### src/rtl/puf_cnt_pkg.sv
// Shared types and helpers for the PUF window counter: FSM state type,
// default widths and the pairwise count comparison.
package puf_cnt_pkg;

    typedef enum logic [1:0] {
        StIdle,
        StClear,
        StCount,
        StDone
    } state_e;

    localparam int unsigned DefNumCh = 2;
    localparam int unsigned DefCntW  = 22;
    localparam int unsigned DefWinW  = 24;

    // Unsigned compare of two zero-extended counts; returns {a_greater, a_equal}.
    function automatic logic [1:0] pair_cmp(input logic [63:0] a, input logic [63:0] b);
        return {a > b, a == b};
    endfunction

endpackage

### src/rtl/puf_window_counter_if.sv
// Request/status bundle between the PUF mux side and the window counter.
// master: the requester driving start/window_len/ch_pulse; slave: the counter.
interface puf_window_counter_if
    import puf_cnt_pkg::*;
#(
    parameter int unsigned NUM_CH = DefNumCh,
    parameter int unsigned CNT_W  = DefCntW,
    parameter int unsigned WIN_W  = DefWinW
);

    logic                     start;
    logic [WIN_W-1:0]         window_len;
    logic [NUM_CH-1:0]        ch_pulse;
    logic                     busy;
    logic                     done;
    logic [NUM_CH*CNT_W-1:0]  counts;
    logic [NUM_CH-1:0]        sat;
    logic [NUM_CH/2-1:0]      resp;
    logic [NUM_CH/2-1:0]      tie;

    modport master (
        output start, window_len, ch_pulse,
        input  busy, done, counts, sat, resp, tie
    );

    modport slave (
        input  start, window_len, ch_pulse,
        output busy, done, counts, sat, resp, tie
    );

endinterface

### src/rtl/puf_sat_counter.sv
// One channel of the window counter: saturating up-counter with a sticky
// saturation flag. clr has priority over inc.
module puf_sat_counter
    import puf_cnt_pkg::*;
#(
    parameter int unsigned CNT_W = DefCntW
) (
    input  logic             clk,
    input  logic             reset,
    input  logic             clr,
    input  logic             inc,
    output logic [CNT_W-1:0] count,
    output logic             sat
);

    logic [CNT_W-1:0] count_q, count_d;
    logic             sat_q, sat_d;

    // Next count: clear, or increment unless already all-ones (then flag saturation).
    always_comb begin
        count_d = count_q;
        sat_d   = sat_q;
        if (clr) begin
            count_d = '0;
            sat_d   = 1'b0;
        end else if (inc) begin
            if (&count_q) begin
                sat_d = 1'b1;
            end else begin
                count_d = count_q + CNT_W'(1);
            end
        end
    end

    // Count and flag registers.
    always_ff @(posedge clk or posedge reset) begin
        if (reset) begin
            count_q <= '0;
            sat_q   <= 1'b0;
        end else begin
            count_q <= count_d;
            sat_q   <= sat_d;
        end
    end

    assign count = count_q;
    assign sat   = sat_q;

endmodule

### src/rtl/puf_window_counter.sv
// Multi-channel PUF window counter. Counts ch_pulse over a programmable window
// and produces per-pair response (even > odd) and tie bits.
// Optional feature macro PUF_EDGE_COUNT_EN: count synchronized rising edges
// instead of high levels.
module puf_window_counter
    import puf_cnt_pkg::*;
#(
    parameter int unsigned NUM_CH = DefNumCh,
    parameter int unsigned CNT_W  = DefCntW,
    parameter int unsigned WIN_W  = DefWinW
) (
    input  logic clk,
    input  logic reset,
    puf_window_counter_if.slave bus_io
);

    localparam int unsigned NumPair = NUM_CH / 2;

    state_e                  state_q, state_d;
    logic [WIN_W-1:0]        len_q, len_d;
    logic [WIN_W-1:0]        win_q, win_d;
    logic                    busy_q, done_q;
    logic [NumPair-1:0]      resp_q, tie_q;
    logic [NumPair-1:0]      resp_now, tie_now;
    logic [1:0]              cmp;
    logic [NUM_CH-1:0]       pulse_eff;
    logic [NUM_CH-1:0]       inc;
    logic                    clr;
    logic [NUM_CH*CNT_W-1:0] counts;
    logic [NUM_CH-1:0]       sat;

`ifdef PUF_EDGE_COUNT_EN
    logic [NUM_CH-1:0] sync1_q, sync2_q, prev_q;

    // Two-flop synchronizer plus previous-value flop for rising-edge detect;
    // deliberately untouched by CLEAR so edges straddling a window are not lost.
    always_ff @(posedge clk or posedge reset) begin
        if (reset) begin
            sync1_q <= '0;
            sync2_q <= '0;
            prev_q  <= '0;
        end else begin
            sync1_q <= bus_io.ch_pulse;
            sync2_q <= sync1_q;
            prev_q  <= sync2_q;
        end
    end

    assign pulse_eff = sync2_q & ~prev_q;
`else
    assign pulse_eff = bus_io.ch_pulse;
`endif

    assign clr = (state_q == StClear);
    assign inc = {NUM_CH{state_q == StCount}} & pulse_eff;

    for (genvar i = 0; i < NUM_CH; i++) begin : g_ch
        puf_sat_counter #(
            .CNT_W (CNT_W)
        ) u_cnt (
            .clk   (clk),
            .reset (reset),
            .clr   (clr),
            .inc   (inc[i]),
            .count (counts[i*CNT_W +: CNT_W]),
            .sat   (sat[i])
        );
    end

    // Pairwise compare of the live counts (only consumed in DONE).
    always_comb begin
        resp_now = '0;
        tie_now  = '0;
        cmp      = '0;
        for (int k = 0; k < NumPair; k++) begin
            cmp = pair_cmp(64'(counts[2*k*CNT_W +: CNT_W]),
                           64'(counts[(2*k+1)*CNT_W +: CNT_W]));
            resp_now[k] = cmp[1];
            tie_now[k]  = cmp[0];
        end
    end

    // Next-state logic: accept start in idle, clear, count down the window, report.
    always_comb begin
        state_d = state_q;
        len_d   = len_q;
        win_d   = win_q;
        unique case (state_q)
            StIdle: begin
                if (bus_io.start) begin
                    len_d   = bus_io.window_len;
                    state_d = StClear;
                end
            end
            StClear: begin
                if (len_q == '0) begin
                    state_d = StDone;
                end else begin
                    win_d   = len_q;
                    state_d = StCount;
                end
            end
            StCount: begin
                win_d = win_q - WIN_W'(1);
                // win_q == 1 is the last sampled cycle.
                if (win_q == WIN_W'(1)) begin
                    state_d = StDone;
                end
            end
            StDone: begin
                state_d = StIdle;
            end
            default: begin
                state_d = StIdle;
            end
        endcase
    end

    // State, window and status registers; resp/tie captured in DONE and held after.
    always_ff @(posedge clk or posedge reset) begin
        if (reset) begin
            state_q <= StIdle;
            len_q   <= '0;
            win_q   <= '0;
            busy_q  <= 1'b0;
            done_q  <= 1'b0;
            resp_q  <= '0;
            tie_q   <= '0;
        end else begin
            state_q <= state_d;
            len_q   <= len_d;
            win_q   <= win_d;
            busy_q  <= (state_d != StIdle);
            done_q  <= (state_d == StDone);
            if (state_q == StDone) begin
                resp_q <= resp_now;
                tie_q  <= tie_now;
            end
        end
    end

    assign bus_io.busy   = busy_q;
    assign bus_io.done   = done_q;
    assign bus_io.counts = counts;
    assign bus_io.sat    = sat;
    // Counts are final (registered) during DONE, so expose the compare directly then.
    assign bus_io.resp   = done_q ? resp_now : resp_q;
    assign bus_io.tie    = done_q ? tie_now : tie_q;

endmodule

### src/flat_wrapper.sv
// flat-port wrapper written by rule: the top's interface ports become plain ports
module puf_window_counter_flat import puf_cnt_pkg::*;
#(
    parameter int unsigned NUM_CH = DefNumCh,
    parameter int unsigned CNT_W  = DefCntW,
    parameter int unsigned WIN_W  = DefWinW
)
  (clk, reset, bus_io_start, bus_io_window_len, bus_io_ch_pulse, bus_io_busy, bus_io_done, bus_io_counts, bus_io_sat, bus_io_resp, bus_io_tie);
  puf_window_counter_if #(.NUM_CH(NUM_CH), .CNT_W(CNT_W), .WIN_W(WIN_W)) bus_io_i ();
  input  logic clk;
  input  logic reset;
  input wire logic [$bits(bus_io_i.start)-1:0] bus_io_start;
  input wire logic [$bits(bus_io_i.window_len)-1:0] bus_io_window_len;
  input wire logic [$bits(bus_io_i.ch_pulse)-1:0] bus_io_ch_pulse;
  output wire logic [$bits(bus_io_i.busy)-1:0] bus_io_busy;
  output wire logic [$bits(bus_io_i.done)-1:0] bus_io_done;
  output wire logic [$bits(bus_io_i.counts)-1:0] bus_io_counts;
  output wire logic [$bits(bus_io_i.sat)-1:0] bus_io_sat;
  output wire logic [$bits(bus_io_i.resp)-1:0] bus_io_resp;
  output wire logic [$bits(bus_io_i.tie)-1:0] bus_io_tie;
  assign bus_io_i.start = bus_io_start;
  assign bus_io_i.window_len = bus_io_window_len;
  assign bus_io_i.ch_pulse = bus_io_ch_pulse;
  assign bus_io_busy = bus_io_i.busy;
  assign bus_io_done = bus_io_i.done;
  assign bus_io_counts = bus_io_i.counts;
  assign bus_io_sat = bus_io_i.sat;
  assign bus_io_resp = bus_io_i.resp;
  assign bus_io_tie = bus_io_i.tie;
  puf_window_counter #(.NUM_CH(NUM_CH), .CNT_W(CNT_W), .WIN_W(WIN_W)) u_core (.clk(clk), .reset(reset), .bus_io(bus_io_i));
endmodule
### config.mk
export PLATFORM = sky130hd
export DESIGN_NAME = puf_window_counter_flat
export DESIGN_NICKNAME = d
export VERILOG_FILES = /design/src/rtl/puf_cnt_pkg.sv /design/src/rtl/puf_window_counter_if.sv /design/src/rtl/puf_sat_counter.sv /design/src/rtl/puf_window_counter.sv /design/src/flat_wrapper.sv
export SDC_FILE = /design/constraint.sdc
export NUM_CORES = 1
export LEC_CHECK = 0
export CAP_MARGIN = 0
export CELL_PAD_IN_SITES_DETAIL_PLACEMENT = 0
export CELL_PAD_IN_SITES_GLOBAL_PLACEMENT = 1
export CORE_MARGIN = 5
export CORE_UTILIZATION = 25
export CTS_CLUSTER_SIZE = 8
export DETAILED_ROUTE_END_ITERATION = 10
export GPL_TIMING_DRIVEN = 0
export PLACE_DENSITY = 0.58
export SLEW_MARGIN = 20
export SYNTH_ARGS = -nofsm -noshare
export SYNTH_HDL_FRONTEND = slang
export SYNTH_HIERARCHICAL = 1
export SYNTH_SLANG_ARGS = --single-unit
### constraint.sdc
create_clock -name clk -period 2.3 [get_ports clk]
set_input_delay 0.46 -clock clk [delete_from_list [all_inputs] [get_ports clk]]
set_output_delay 0.46 -clock clk [all_outputs]
set_load 0.05 [all_outputs]
==> metrics.md, run 1 <==
| Metric | Value |
|---|---|
| First-pass GRT wire length | `between 30 and 40 mm` |
| Sequential cell area | `between 2000 and 3000 sq um` |
| FFs w/ async S/R, synth | `100.0%` |
| Peak VDD IR | `~0.50 mV` |
| Number of CTS-inserted buffers | `9` |
| Initial drt markers | `between 300 and 400` |
| Sequential cell area fraction in the yosys report | `between 30% and 40%` |
| Synth top area share | `around 39%` |
| Layout cells sized above 1 | `about 30%` |
| Hold_buf cts | `0` |
| Ports | `79` |
| Overflow after GRT | `0` |
| Final Critical Period | `around 2.7 ns` |
| Cell area after layout | `roughly 9000 sq um` |
| Final WL | `roughly 21 mm` |
| Worst Max-Slew Pin Slew | `between 0.9 and 1 ns` |
| Chip width | `around 170 um` |
| Post-synth EDFFs | `0` |
| Chip Height | `about 170 um` |
| Detail Placement HPWL | `14.62 mm` |
| Fin. max-slew vios | `0` |
| Remaining DRCs | `0` |
| Clock transition at path regs | `0.08 ns` |
| Req. time, crit path | `roughly 1.8 ns` |
| Pre-Repair DR Iteration Count | `4` |
| Largest family of logic cells by synthesized area | `simple AND/OR/NAND/NOR gates` |
| Largest net degree at the start of global routing | `33` |
| Yosys warns | `6` |
| Setup Skew | `between 0.015 and 0.02 ns` |
| ANT cells | `0` |
| # nets final | `approximately 900` |
| Max Fclk | `0.3659 GHz` |
| Clk buf depth | `2` |
| CTS tree | `built` |
| Synthesized net count | `740` |
| Placed Area | `roughly 7800 sq um` |
| Crit-path max FO | `2` |
| Prevailing post-synth register cell | `dfrtp_1` |
| HP Start | `u_core/tie_q$_DFFE_PP0N_` |
| Area of the core | `between 20000 and 30000 sq um` |
| Outcome | `complete, but fails checks` |
| Gate Count Post-Synth | `680` |
| Period utilization | `118.8%` |
| Row count | `between 50 and 60` |
| GRT Total Usage | `14.35%` |
| Yosys cell types | `57` |
| Yosys top cell by area | `dfrtp_1` |
| Pre-CTS WS | `-0.9069 ns` |
| Synthesized area | `6399 sq um` |
| HP Class | `reg2reg` |
| DRT antenna net count | `0` |
| Mux contribution to synthesized area | `between 10% and 20%` |
| Final-report hold violation count | `0` |
| RSZ-0062 raised after global routing | `true` |
| Clock root cell | `clkbuf_16` |
| Placer Congestion | `0.7705` |
| Cell Count Post-Placement | `roughly 1100` |
| Vias in the first global route | `just under 6000` |
| Multi-input combinational cell area | `4020 sq um` |
| # setup viols final | `2` |
| Failing checks | `setup timing` |
| Pwr Density | `~1000 nW/um^2` |
| CP Launch Point | `u_core/g_ch[0].u_cnt/count[12]$_DFFE_PP0P_` |
| Worst setup EP type | `primary output` |
| Post-Synth Simple-Gate Area | `23.80%` |
| Clk sinks | `100` |
| Non-Filler Instances | `1170` |
| FF+latch count, synth | `100` |
| Antenna violations before repair | `0` |
| Vias post-DR | `roughly 5900` |
| Htree depth | `3` |
| Worst rel slew slack | `between 30% and 40%` |
| Synthesized-area fraction occupied by adder cells | `6.062%` |
| Synth Area in Compound Gates | `~16%` |
| Worst-skew pair later-pin latency | `0.36 ns` |
| Max-cap violations | `0` |
| Ranking of synthesized cells by area | `dfrtp_1 (39%), mux2_2 (6.3%), ha_1 (6.1%)` |
| Crit path DAT | `roughly 2.3 ns` |
| Vias per cell | `between 5 and 6` |
| Crit start category | `flop` |
| Top-count cell post-synth | `dfrtp_1` |
| Die area | `28890 sq um` |
| Lkg Pwr | `about 3.6 nW` |
| Syn Area/Cell | `approximately 9.4 sq um` |
| Critical R2R Launch | `u_core/state_q[0]$_DFF_PP0_` |
| Fillcell total | `2580` |
| Fin worst setup slack | `-0.4328 ns` |
| Starting density of the core | `25.41%` |
| Synth Area in XOR/XNOR | `0%` |
| Port Buffers | `78` |
| CP Class | `reg2out` |
| Synth top cells by count | `dfrtp_1 (100), a21oi_1 (57), nor2_1 (55), inv_1 (40), mux2_2 (36)` |
| Drt wl/cell | `approximately 18 um` |
| Syn-to-layout area delta | `41.02%` |
-- state kept, by name, summed over array words and instances (netlist names) --
register                 count
u_core/state_q               2
u_core/tie_q                 1
u_core/bus_io.done           1
u_core/win_q                24
u_core/resp_q                1
u_core/bus_io.busy           1
u_core/g_ch.u_cnt/count     44
u_core/g_ch.u_cnt/sat        2
u_core/len_q                24
-- metrics by stage --
step | power (W) | hold WS, ns | util [%] | setup TNS (ns)
2_1_floorplan | 0.005347 | 0.4605 | - | -0.1256
3_3_place_gp | 0.006496 | 0.4860 | 30.80 | -82.86
3_5_place_dp | 0.006515 | 0.4955 | 30.89 | -36.40
4_1_cts | 0.008640 | 0.5152 | 34.51 | -0.8528
5_1_grt | 0.009388 | 0.5346 | 35.83 | -1.071
6_report | 0.008812 | 0.5104 | 35.83 | -0.7905
-- cell usage in the layout, fill, tap and decap left out, drive strengths merged, types with 7 or more instances in the layout --
master	n
ha	31
and3	11
a41oi	9
clkdlybuf4s50	75
inv	41
and4	11
nand3	29
nand2b	8
nand2	35
mux2	56
nand4	28
nor2b	33
nor2	55
a2111oi	7
dfrtp	100
a211oi	12
clkbuf	25
nor4	14
o21ai	20
o22a	8
a21oi	57
buf	85
and2	11
nor3	15
-- cell type report --
type,instances,share of cell area [%]
inverters,41,1.803
plain buffers,33,2.329
flip-flops and latches,100,28.33
clock inverters,7,1.165
multi-input cells,506,44.55
well taps,330,4.576
clock buffers,9,2.496
repair buffers,144,14.75
-- worst paths after layout --
path	to	slack, ns	depth (start not counted)
setup / recovery	bus_io_resp	-0.43	7
hold / removal	u_core/tie_q$_DFFE_PP0N_	0.51	1
setup reg to reg	u_core/g_ch[0].u_cnt/count[21]$_DFFE_PP0P_	0.06	11
hold reg to reg	u_core/tie_q$_DFFE_PP0N_	0.51	1
max in group asynchronous	u_core/g_ch[1].u_cnt/count[9]$_DFFE_PP0P_	0.78	2
min in group asynchronous	u_core/win_q[4]$_DFFE_PP0P_	0.56	2
-- metal layers --
layer  track usage [%]  wire length, um  vias up
li1                  -                -     2836
met1             19.34             9842     2936
met2             23.99            10040      131
met3             2.416              823       20
met4             3.750              283        0
met5                 0                0        -
-- timing repair --
action | in CTS | in global routing
cloned | 0 | 1
setup endpoints to repair | 71 | 46
setup buffers | 39 | 26
gates resized for setup | 68 | 22
pin swaps | 9 | 8
-- worst max-delay path: stages, from the launching register on --
cell	delay [ns]
dfrtp_2	0.44
ha_1	0.34
nand4_1	0.16
buf_4	0.14
o221ai_2	0.12
a2111oi_4	0.41
o22ai_4	0.13
buf_6	0.17
-- power by group --
| group | switching [W] | leakage [nW] | internal (W) | total [W] |
|---|---|---|---|---|
| logic | 0.00226 | 2.28 | 0.00187 | 0.00413 |
| registers | 0.000654 | 1.20 | 0.00230 | 0.00295 |
| clock network | 0.000764 | 0.159 | 0.000973 | 0.00174 |
| total | 0.00368 | 3.64 | 0.00513 | 0.00881 |
-- cells by family after synthesis --
logic type,Yosys count
and+or+nand+nor,264
adders and majority gates,31
AOI/OAI and AO/OA,152
muxes,59
buffers and inverters,74
DFF,100
(Power assumes the default switching activity.)
==> inputs of run 2 (changes only) <==
--- a/config.mk
+++ b/config.mk
@@ -5,7 +5,7 @@
 export SDC_FILE = /design/constraint.sdc
 export NUM_CORES = 1
 export LEC_CHECK = 0
-export CAP_MARGIN = 0
+export CAP_MARGIN = 20
 export CELL_PAD_IN_SITES_DETAIL_PLACEMENT = 0
 export CELL_PAD_IN_SITES_GLOBAL_PLACEMENT = 1
 export CORE_MARGIN = 5
@@ -13,6 +13,7 @@
 export CTS_CLUSTER_SIZE = 8
 export DETAILED_ROUTE_END_ITERATION = 10
 export GPL_TIMING_DRIVEN = 0
+export MAX_ROUTING_LAYER = met4
 export PLACE_DENSITY = 0.58
 export SLEW_MARGIN = 20
 export SYNTH_ARGS = -nofsm -noshare
==> constraint.sdc (replaced) <==
create_clock -name clk -period 2.3 [get_ports clk]
set_input_delay 0.46 -clock clk [delete_from_list [all_inputs] [get_ports clk]]
set_output_delay 0.46 -clock clk [all_outputs]
set_load 0.005 [all_outputs]
==> metrics.md, run 2 (synthesis results as in run 1) <==
| Metric | Value |
|---|---|
| P_int | `0.004772 W (-7.0%)` |
| Largest net degree at the start of global routing | `34 (+3.0%)` |
| Starting density of the core | `25.41% (unchanged)` |
| Vias per cell | `5.078 (+0.32%)` |
| Final-report hold violation count | `0 (unchanged)` |
| Fin worst setup slack | `-0.4307 ns (+0.002057 ns)` |
| First-pass GRT wire length | `33.85 mm (+2.5%)` |
| Reg power frac | `35.9% (+2.4 points)` |
| Placed Area | `7630 sq um (-1.9%)` |
| Clk buf depth | `2 (unchanged)` |
| Crit start category | `flop` |
| CP Class | `reg2out` |
| Final Critical Period | `2.731 ns (-0.002057 ns)` |
| Req. time, crit path | `1.84 ns (about the same)` |
| Chip Height | `170.0 um (unchanged)` |
| R2R Setup Slk | `0.09 ns (+0.03 ns)` |
| Drt wl/cell | `18.19 um (+1.4%)` |
| R2R depth | `10 (-1)` |
| Stages on the worst setup path | `8 (+1)` |
| Overflow after GRT | `0 (unchanged)` |
| Met3 Track Usage GR | `2.114% (-0.30 points)` |
| Vias in the first global route | `5815 (-0.017%)` |
| Gate power share | `45.2% (-1.6 points)` |
| Most frequent cells in the layout | `clkdlybuf4s50_1 (76), buf_4 (67), dfrtp_1 (57), nor2_1 (55), a21oi_1 (54)` |
| Worst path slowest cell | `a2111oi_4` |
| Crit path DAT | `2.27 ns (about the same)` |
| GR peak layer | `met2` |
| Number of CTS-inserted buffers | `9 (unchanged)` |
| ANT cells | `0 (unchanged)` |
| Max-cap violations | `0 (unchanged)` |
| Worst rel slew slack | `38.45% (+4.9 points)` |
| Lkg Pwr | `3.623 nW (-0.43%)` |
| Clk sinks | `100 (unchanged)` |
| Pre-Repair DR Iteration Count | `4 (unchanged)` |
| Outcome | `complete, but fails checks` |
| Reg-to-Reg End | `u_core/g_ch[0].u_cnt/count[18]$_DFFE_PP0P_` |
| Syn-to-layout area delta | `39.03%` |
| Reported net switching power | `0.003409 W (-7.3%)` |
| Layout cells sized above 1 | `30.05% (-0.072 points)` |
| CTS tree | `built` |
| Htree depth | `3 (unchanged)` |
| # setup viols final | `2 (unchanged)` |
| Row count | `58 (unchanged)` |
| Placer Congestion | `0.7913 (+2.7%)` |
| GRT Total Usage | `15.24% (+0.88 points)` |
| # nets final | `897 (+0.22%)` |
| Max incr delay on CP | `0.45 ns (about the same)` |
| Worst Max-Slew Pin Slew | `0.9175 ns (-0.07872 ns)` |
| Ports | `79 (unchanged)` |
| HP Class | `reg2reg` |
| RSZ-0062 raised after global routing | `true` |
| Clock transition at path regs | `0.08 ns (about the same)` |
| Final WL | `21.32 mm (+1.5%)` |
| GRT met1 Usage | `19.97% (+0.64 points)` |
| Pwr Density | `919.6 nW/um^2 (-5.8%)` |
| Remaining DRCs | `0 (unchanged)` |
| Detail Placement HPWL | `14.53 mm (-0.61%)` |
| Max FFs per register | `44 (unchanged)` |
| Buffers & Inverters on Critical Path | `3 (+1)` |
| Pre-CTS WS | `-1.180 ns (-0.2733 ns)` |
| Peak VDD IR | `0.4891 mV (-2.6%)` |
| Worst-skew pair later-pin latency | `0.36 ns (about the same)` |
| Cell area after layout | `8896 sq um (-1.4%)` |
| Area of the core | `25180 sq um (unchanged)` |
| Hold WS | `0.5102 ns (-0.0002040 ns)` |
| Crit path capture | `bus_io_resp` |
| Vias post-DR | `5952 (+0.49%)` |
| Die area | `28890 sq um (unchanged)` |
| DRT antenna net count | `0 (unchanged)` |
| Failing checks | `setup timing` |
| Fin. max-slew vios | `0 (unchanged)` |
| Max Fclk | `0.3662 GHz (about the same)` |
| Switching part of the total power | `41.67% (-0.076 points)` |
| Setup Skew | `0.01924 ns (+0.003500 ns)` |
| Critical R2R Launch | `u_core/state_q[0]$_DFF_PP0_` |
| Critical path, cell by cell | `inv_1, ha_1, nand4_1, buf_4, nor2_1, a2111oi_4, o22ai_2, buf_2` |
| Worst setup EP type | `primary output` |
| Period utilization | `118.7% (about the same)` |
| Initial drt markers | `384 (+2.1%)` |
| Commonest non-fill, non-tap cell in the layout | `clkdlybuf4s50_1` |
| Clock root cell | `clkbuf_16` |
| Setup TNS | `-0.7374 ns (+0.05314 ns)` |
| Power share of the clock group | `18.9% (-0.8 points)` |
| Fin util | `35.33% (-0.51 points)` |
| Chip width | `170.0 um (unchanged)` |
| Crit-path max FO | `6 (+4)` |
| CP Launch Point | `u_core/g_ch[1].u_cnt/count[20]$_DFFE_PP0P_` |
| Top delay family on crit path | `compound AO/OA/AOI/OAI gates` |
| Antenna violations before repair | `0 (unchanged)` |
| Met2 GRT Util | `25.13% (+1.1 points)` |
| Port Buffers | `78 (unchanged)` |
[run 2: changes by cell type in the layout (fill, tap and decap cells not counted), moves of 3 or more]
cell,change
buf_4,+3
a211oi_1,+3
inv_2,+4
a21oi_1,+3
a21oi_2,-3
clkbuf_2,+3
inv_1,-5
[run 2: per-layer routing]
metal,routed length (um),vias to the layer above
li1,-,2835
met1,9718,2981
met2,10530,117
met3,749,19
met4,318,0
met5,0,-
[run 2: final cells by class]
class                           instances  area, sq um
Timing Repair Buffer                  146         1328
Clock inverter                          7        67.56
Buffer                                 33        192.7
Tap cell                              330        412.9
Sequential cell                       100         2556
Inverter                               41        166.4
Clock buffer                            9        225.2
Fill cell                            2584        16290
Multi-Input combinational cell        506         3948
[run 2: repair_timing]
action | 4_1_cts | 5_1_grt
buffers inserted | 50 | 16
endpoints found under the setup margin | 72 | 51
pin swaps | 16 | 11
resized for setup | 110 | 21
hold buffers | 0 | 0
[run 2: stage by stage]
stage | instances | total power [W]
floorplan | 680 | 0.005007
global placement | 1088 | 0.006157
detailed placement | 1089 | 0.006186
CTS | 1155 | 0.008225
global route | 1172 | 0.008794
finish | 1172 | 0.008181
[run 2: worst register-to-register path: stages, from the launching register on]
cell       delay (ns)
dfrtp_1          0.40
buf_6            0.14
inv_4            0.06
ha_4             0.14
buf_6            0.10
clkbuf_16        0.15
and2_4           0.17
clkbuf_4         0.21
nand4_1          0.18
or4_1            0.43
a21oi_1          0.15
[run 2: how the worst min path moves through the flow]
| stage | from | endpoint | slack (ns) | cells past startpoint |
|---|---|---|---|---|
| floorplan | reset | u_core/g_ch[0].u_cnt/count[0]$_DFFE_PP0P_ | 0.46 | 1 |
| global placement | u_core/tie_q$_DFFE_PP0N_ | u_core/tie_q$_DFFE_PP0N_ | 0.49 | 1 |
| detailed placement | u_core/g_ch[0].u_cnt/sat$_DFFE_PP0P_ | u_core/g_ch[0].u_cnt/sat$_DFFE_PP0P_ | 0.49 | 2 |
| CTS | u_core/g_ch[0].u_cnt/sat$_DFFE_PP0P_ | u_core/g_ch[0].u_cnt/sat$_DFFE_PP0P_ | 0.52 | 2 |
| global route | u_core/win_q[21]$_DFFE_PP0P_ | u_core/win_q[21]$_DFFE_PP0P_ | 0.54 | 2 |
| finish | u_core/g_ch[0].u_cnt/sat$_DFFE_PP0P_ | u_core/g_ch[0].u_cnt/sat$_DFFE_PP0P_ | 0.51 | 2 |
[run 2: power groups by stage]
stage               registers, W  logic, W  clock network [W]
global route             0.00302   0.00410            0.00168
finish                   0.00293   0.00370            0.00155
global placement         0.00297   0.00319                  0
floorplan                0.00275   0.00226                  0
CTS                      0.00294   0.00367            0.00162
detailed placement       0.00297   0.00322                  0
==> inputs of run 3 (changes only) <==
--- a/config.mk
+++ b/config.mk
@@ -15,7 +15,6 @@
 export GPL_TIMING_DRIVEN = 0
 export MAX_ROUTING_LAYER = met4
 export PLACE_DENSITY = 0.58
-export SLEW_MARGIN = 20
 export SYNTH_ARGS = -nofsm -noshare
 export SYNTH_HDL_FRONTEND = slang
 export SYNTH_HIERARCHICAL = 1
==> metrics.md, run 3 (synthesis results as in run 1) <==
| Metric | Value |
|---|---|
| # nets final | `903 (+0.67%)` |
| Drt wl/cell | `18.03 um (-0.85%)` |
| Antenna violations before repair | `0 (unchanged)` |
| Die area | `28890 sq um (unchanged)` |
| Final WL | `21.24 mm (-0.34%)` |
| Area of the core | `25180 sq um (unchanged)` |
| Placer Congestion | `0.7913 (unchanged)` |
| Failing checks | `setup timing` |
| Pre-Repair DR Iteration Count | `5 (+1)` |
| Fin. max-slew vios | `0 (unchanged)` |
| Max Fclk | `0.3656 GHz (-0.16%)` |
| Overflow after GRT | `0 (unchanged)` |
| R2R depth | `11 (+1)` |
| Fin worst setup slack | `-0.4350 ns (-0.004314 ns)` |
| Vias per cell | `5.091 (+0.24%)` |
| Commonest non-fill, non-tap cell in the layout | `clkdlybuf4s50_1` |
| Vias in the first global route | `5826 (+0.19%)` |
| Worst-skew pair later-pin latency | `0.36 ns (about the same)` |
| Layout cells sized above 1 | `30.66% (+0.61 points)` |
| Initial drt markers | `365 (-4.9%)` |
| Period utilization | `118.9% (+0.19 points)` |
| Ports | `79 (unchanged)` |
| Final Critical Period | `2.735 ns (+0.004314 ns)` |
| Number of CTS-inserted buffers | `9 (unchanged)` |
| Crit-path max FO | `6 (unchanged)` |
| DRT antenna net count | `0 (unchanged)` |
| R2R Setup Slk | `0.12 ns (+0.03 ns)` |
| Port Buffers | `78 (unchanged)` |
| Row count | `58 (unchanged)` |
| Most frequent cells in the layout | `clkdlybuf4s50_1 (76), buf_4 (70), dfrtp_1 (57), nor2_1 (55), a21oi_1 (54)` |
| Vias post-DR | `5997 (+0.76%)` |
| Crit start category | `flop` |
| Remaining DRCs | `0 (unchanged)` |
| Worst Max-Slew Pin Slew | `0.6122 ns (-0.3053 ns)` |
| Top delay family on crit path | `compound AO/OA/AOI/OAI gates` |
| Reg-to-Reg End | `u_core/g_ch[0].u_cnt/count[21]$_DFFE_PP0P_` |
| Largest net degree at the start of global routing | `34 (unchanged)` |
| Crit path DAT | `2.28 ns (about the same)` |
| Critical R2R Launch | `u_core/state_q[0]$_DFF_PP0_` |
| Hold WS | `0.4521 ns (-0.05814 ns)` |
| Outcome | `complete, but fails checks` |
| First-pass GRT wire length | `33.71 mm (-0.41%)` |
| Setup Skew | `0.01920 ns (-0.00003510 ns)` |
| Buffers & Inverters on Critical Path | `3 (unchanged)` |
| Worst setup EP type | `primary output` |
| Critical path, cell by cell | `inv_1, ha_1, nand4_1, buf_4, nor2_1, a2111oi_4, o22ai_2, buf_2` |
| HP Class | `in2async` |
| Clk buf depth | `2 (unchanged)` |
| Max FFs per register | `44 (unchanged)` |
| CTS tree | `built` |
| RSZ-0062 raised after global routing | `true` |
| ANT cells | `0 (unchanged)` |
| Chip width | `170.0 um (unchanged)` |
| Detail Placement HPWL | `14.54 mm (about the same)` |
| Htree depth | `3 (unchanged)` |
| Setup TNS | `-0.7304 ns (+0.006980 ns)` |
| Lkg Pwr | `3.682 nW (+1.6%)` |
| # setup viols final | `2 (unchanged)` |
| Pwr Density | `918.9 nW/um^2 (about the same)` |
| GRT Total Usage | `15.18% (-0.055 points)` |
| Chip Height | `170.0 um (unchanged)` |
| Clock root cell | `clkbuf_16` |
| Max-cap violations | `0 (unchanged)` |
| Peak VDD IR | `0.4858 mV (-0.68%)` |
| Max incr delay on CP | `0.45 ns (about the same)` |
| Starting density of the core | `25.41% (unchanged)` |
| Worst rel slew slack | `59.19% (+21 points)` |
| CP Class | `reg2out` |
| Syn-to-layout area delta | `40.63%` |
| Worst path slowest cell | `a2111oi_4` |
| Clock transition at path regs | `0.08 ns (about the same)` |
| Final-report hold violation count | `0 (unchanged)` |
| Clk sinks | `100 (unchanged)` |
| Req. time, crit path | `1.84 ns (about the same)` |
[run 3: changes by cell type in the layout (fill, tap and decap cells not counted), sizes merged]
cell and delta:
inv +2, buf +7, clkbuf -1, clkinv -2
[run 3: timing repair]
item / 4_1_cts / 5_1_grt
buffers inserted: 50 / 22
hold buffers: 0 / 0
endpoints found under the setup margin: 72 / 51
cloned: 0 / 0
gates resized for setup: 108 / 31
pin swaps: 16 / 14
[run 3: worst max-delay path by stage]
stage | startpoint | end | slack, ns | depth (start not counted)
floorplan | u_core/state_q[0]$_DFF_PP0_ | u_core/g_ch[0].u_cnt/count[8]$_DFFE_PP0P_ | 0.0002 | 8
global placement | u_core/g_ch[1].u_cnt/count[9]$_DFFE_PP0P_ | bus_io_resp | -1.15 | 8
detailed placement | u_core/g_ch[1].u_cnt/count[4]$_DFFE_PP0P_ | bus_io_resp | -1.18 | 8
CTS | u_core/g_ch[1].u_cnt/count[4]$_DFFE_PP0P_ | bus_io_resp | -0.52 | 8
global route | u_core/g_ch[0].u_cnt/count[15]$_DFFE_PP0P_ | bus_io_resp | -0.53 | 7
finish | u_core/g_ch[1].u_cnt/count[20]$_DFFE_PP0P_ | bus_io_resp | -0.44 | 8
[run 3: area by class of cell]
class                   instances  area (sq um)
fillers                      2569         16180
clock buffers                   9         225.2
inverters                      41         163.9
multi-input cells             506          3955
repair buffers                153          1429
clock inverters                 7         67.56
well taps                     330         412.9
flip-flops and latches        100          2556
plain buffers                  32         188.9
[run 3: per-layer routing]
layer / GRT usage [%] / up-vias / share of wire (%)
met2: 24.98 / 127 / 49
met1: 19.90 / 2997 / 46
li1: - / 2855 / -
met4: 3.576 / 0 / 1.5
met5: - / - / 0
met3: 2.137 / 18 / 3.6
[run 3: report_power, final]
group	leakage [nW]	switching (W)	internal, W
Sequential	1.20	0.000638	0.00230
Combinational	2.34	0.00199	0.00179
Clock	0.142	0.000787	0.000765
[run 3: through the flow]
step	power [W]	setup slack [ns]	instance area, sq um	util, %	std cells
6_report	0.008269	-0.4350	8999	35.73	1178
5_1_grt	0.008891	-0.5314	8999	35.73	1178
4_1_cts	0.008217	-0.5190	8680	34.47	1155
3_5_place_dp	0.006188	-1.180	7627	30.29	1089
3_3_place_gp	0.006157	-1.151	7607	30.21	1088
2_1_floorplan	0.005007	0.0001683	6414	-	680
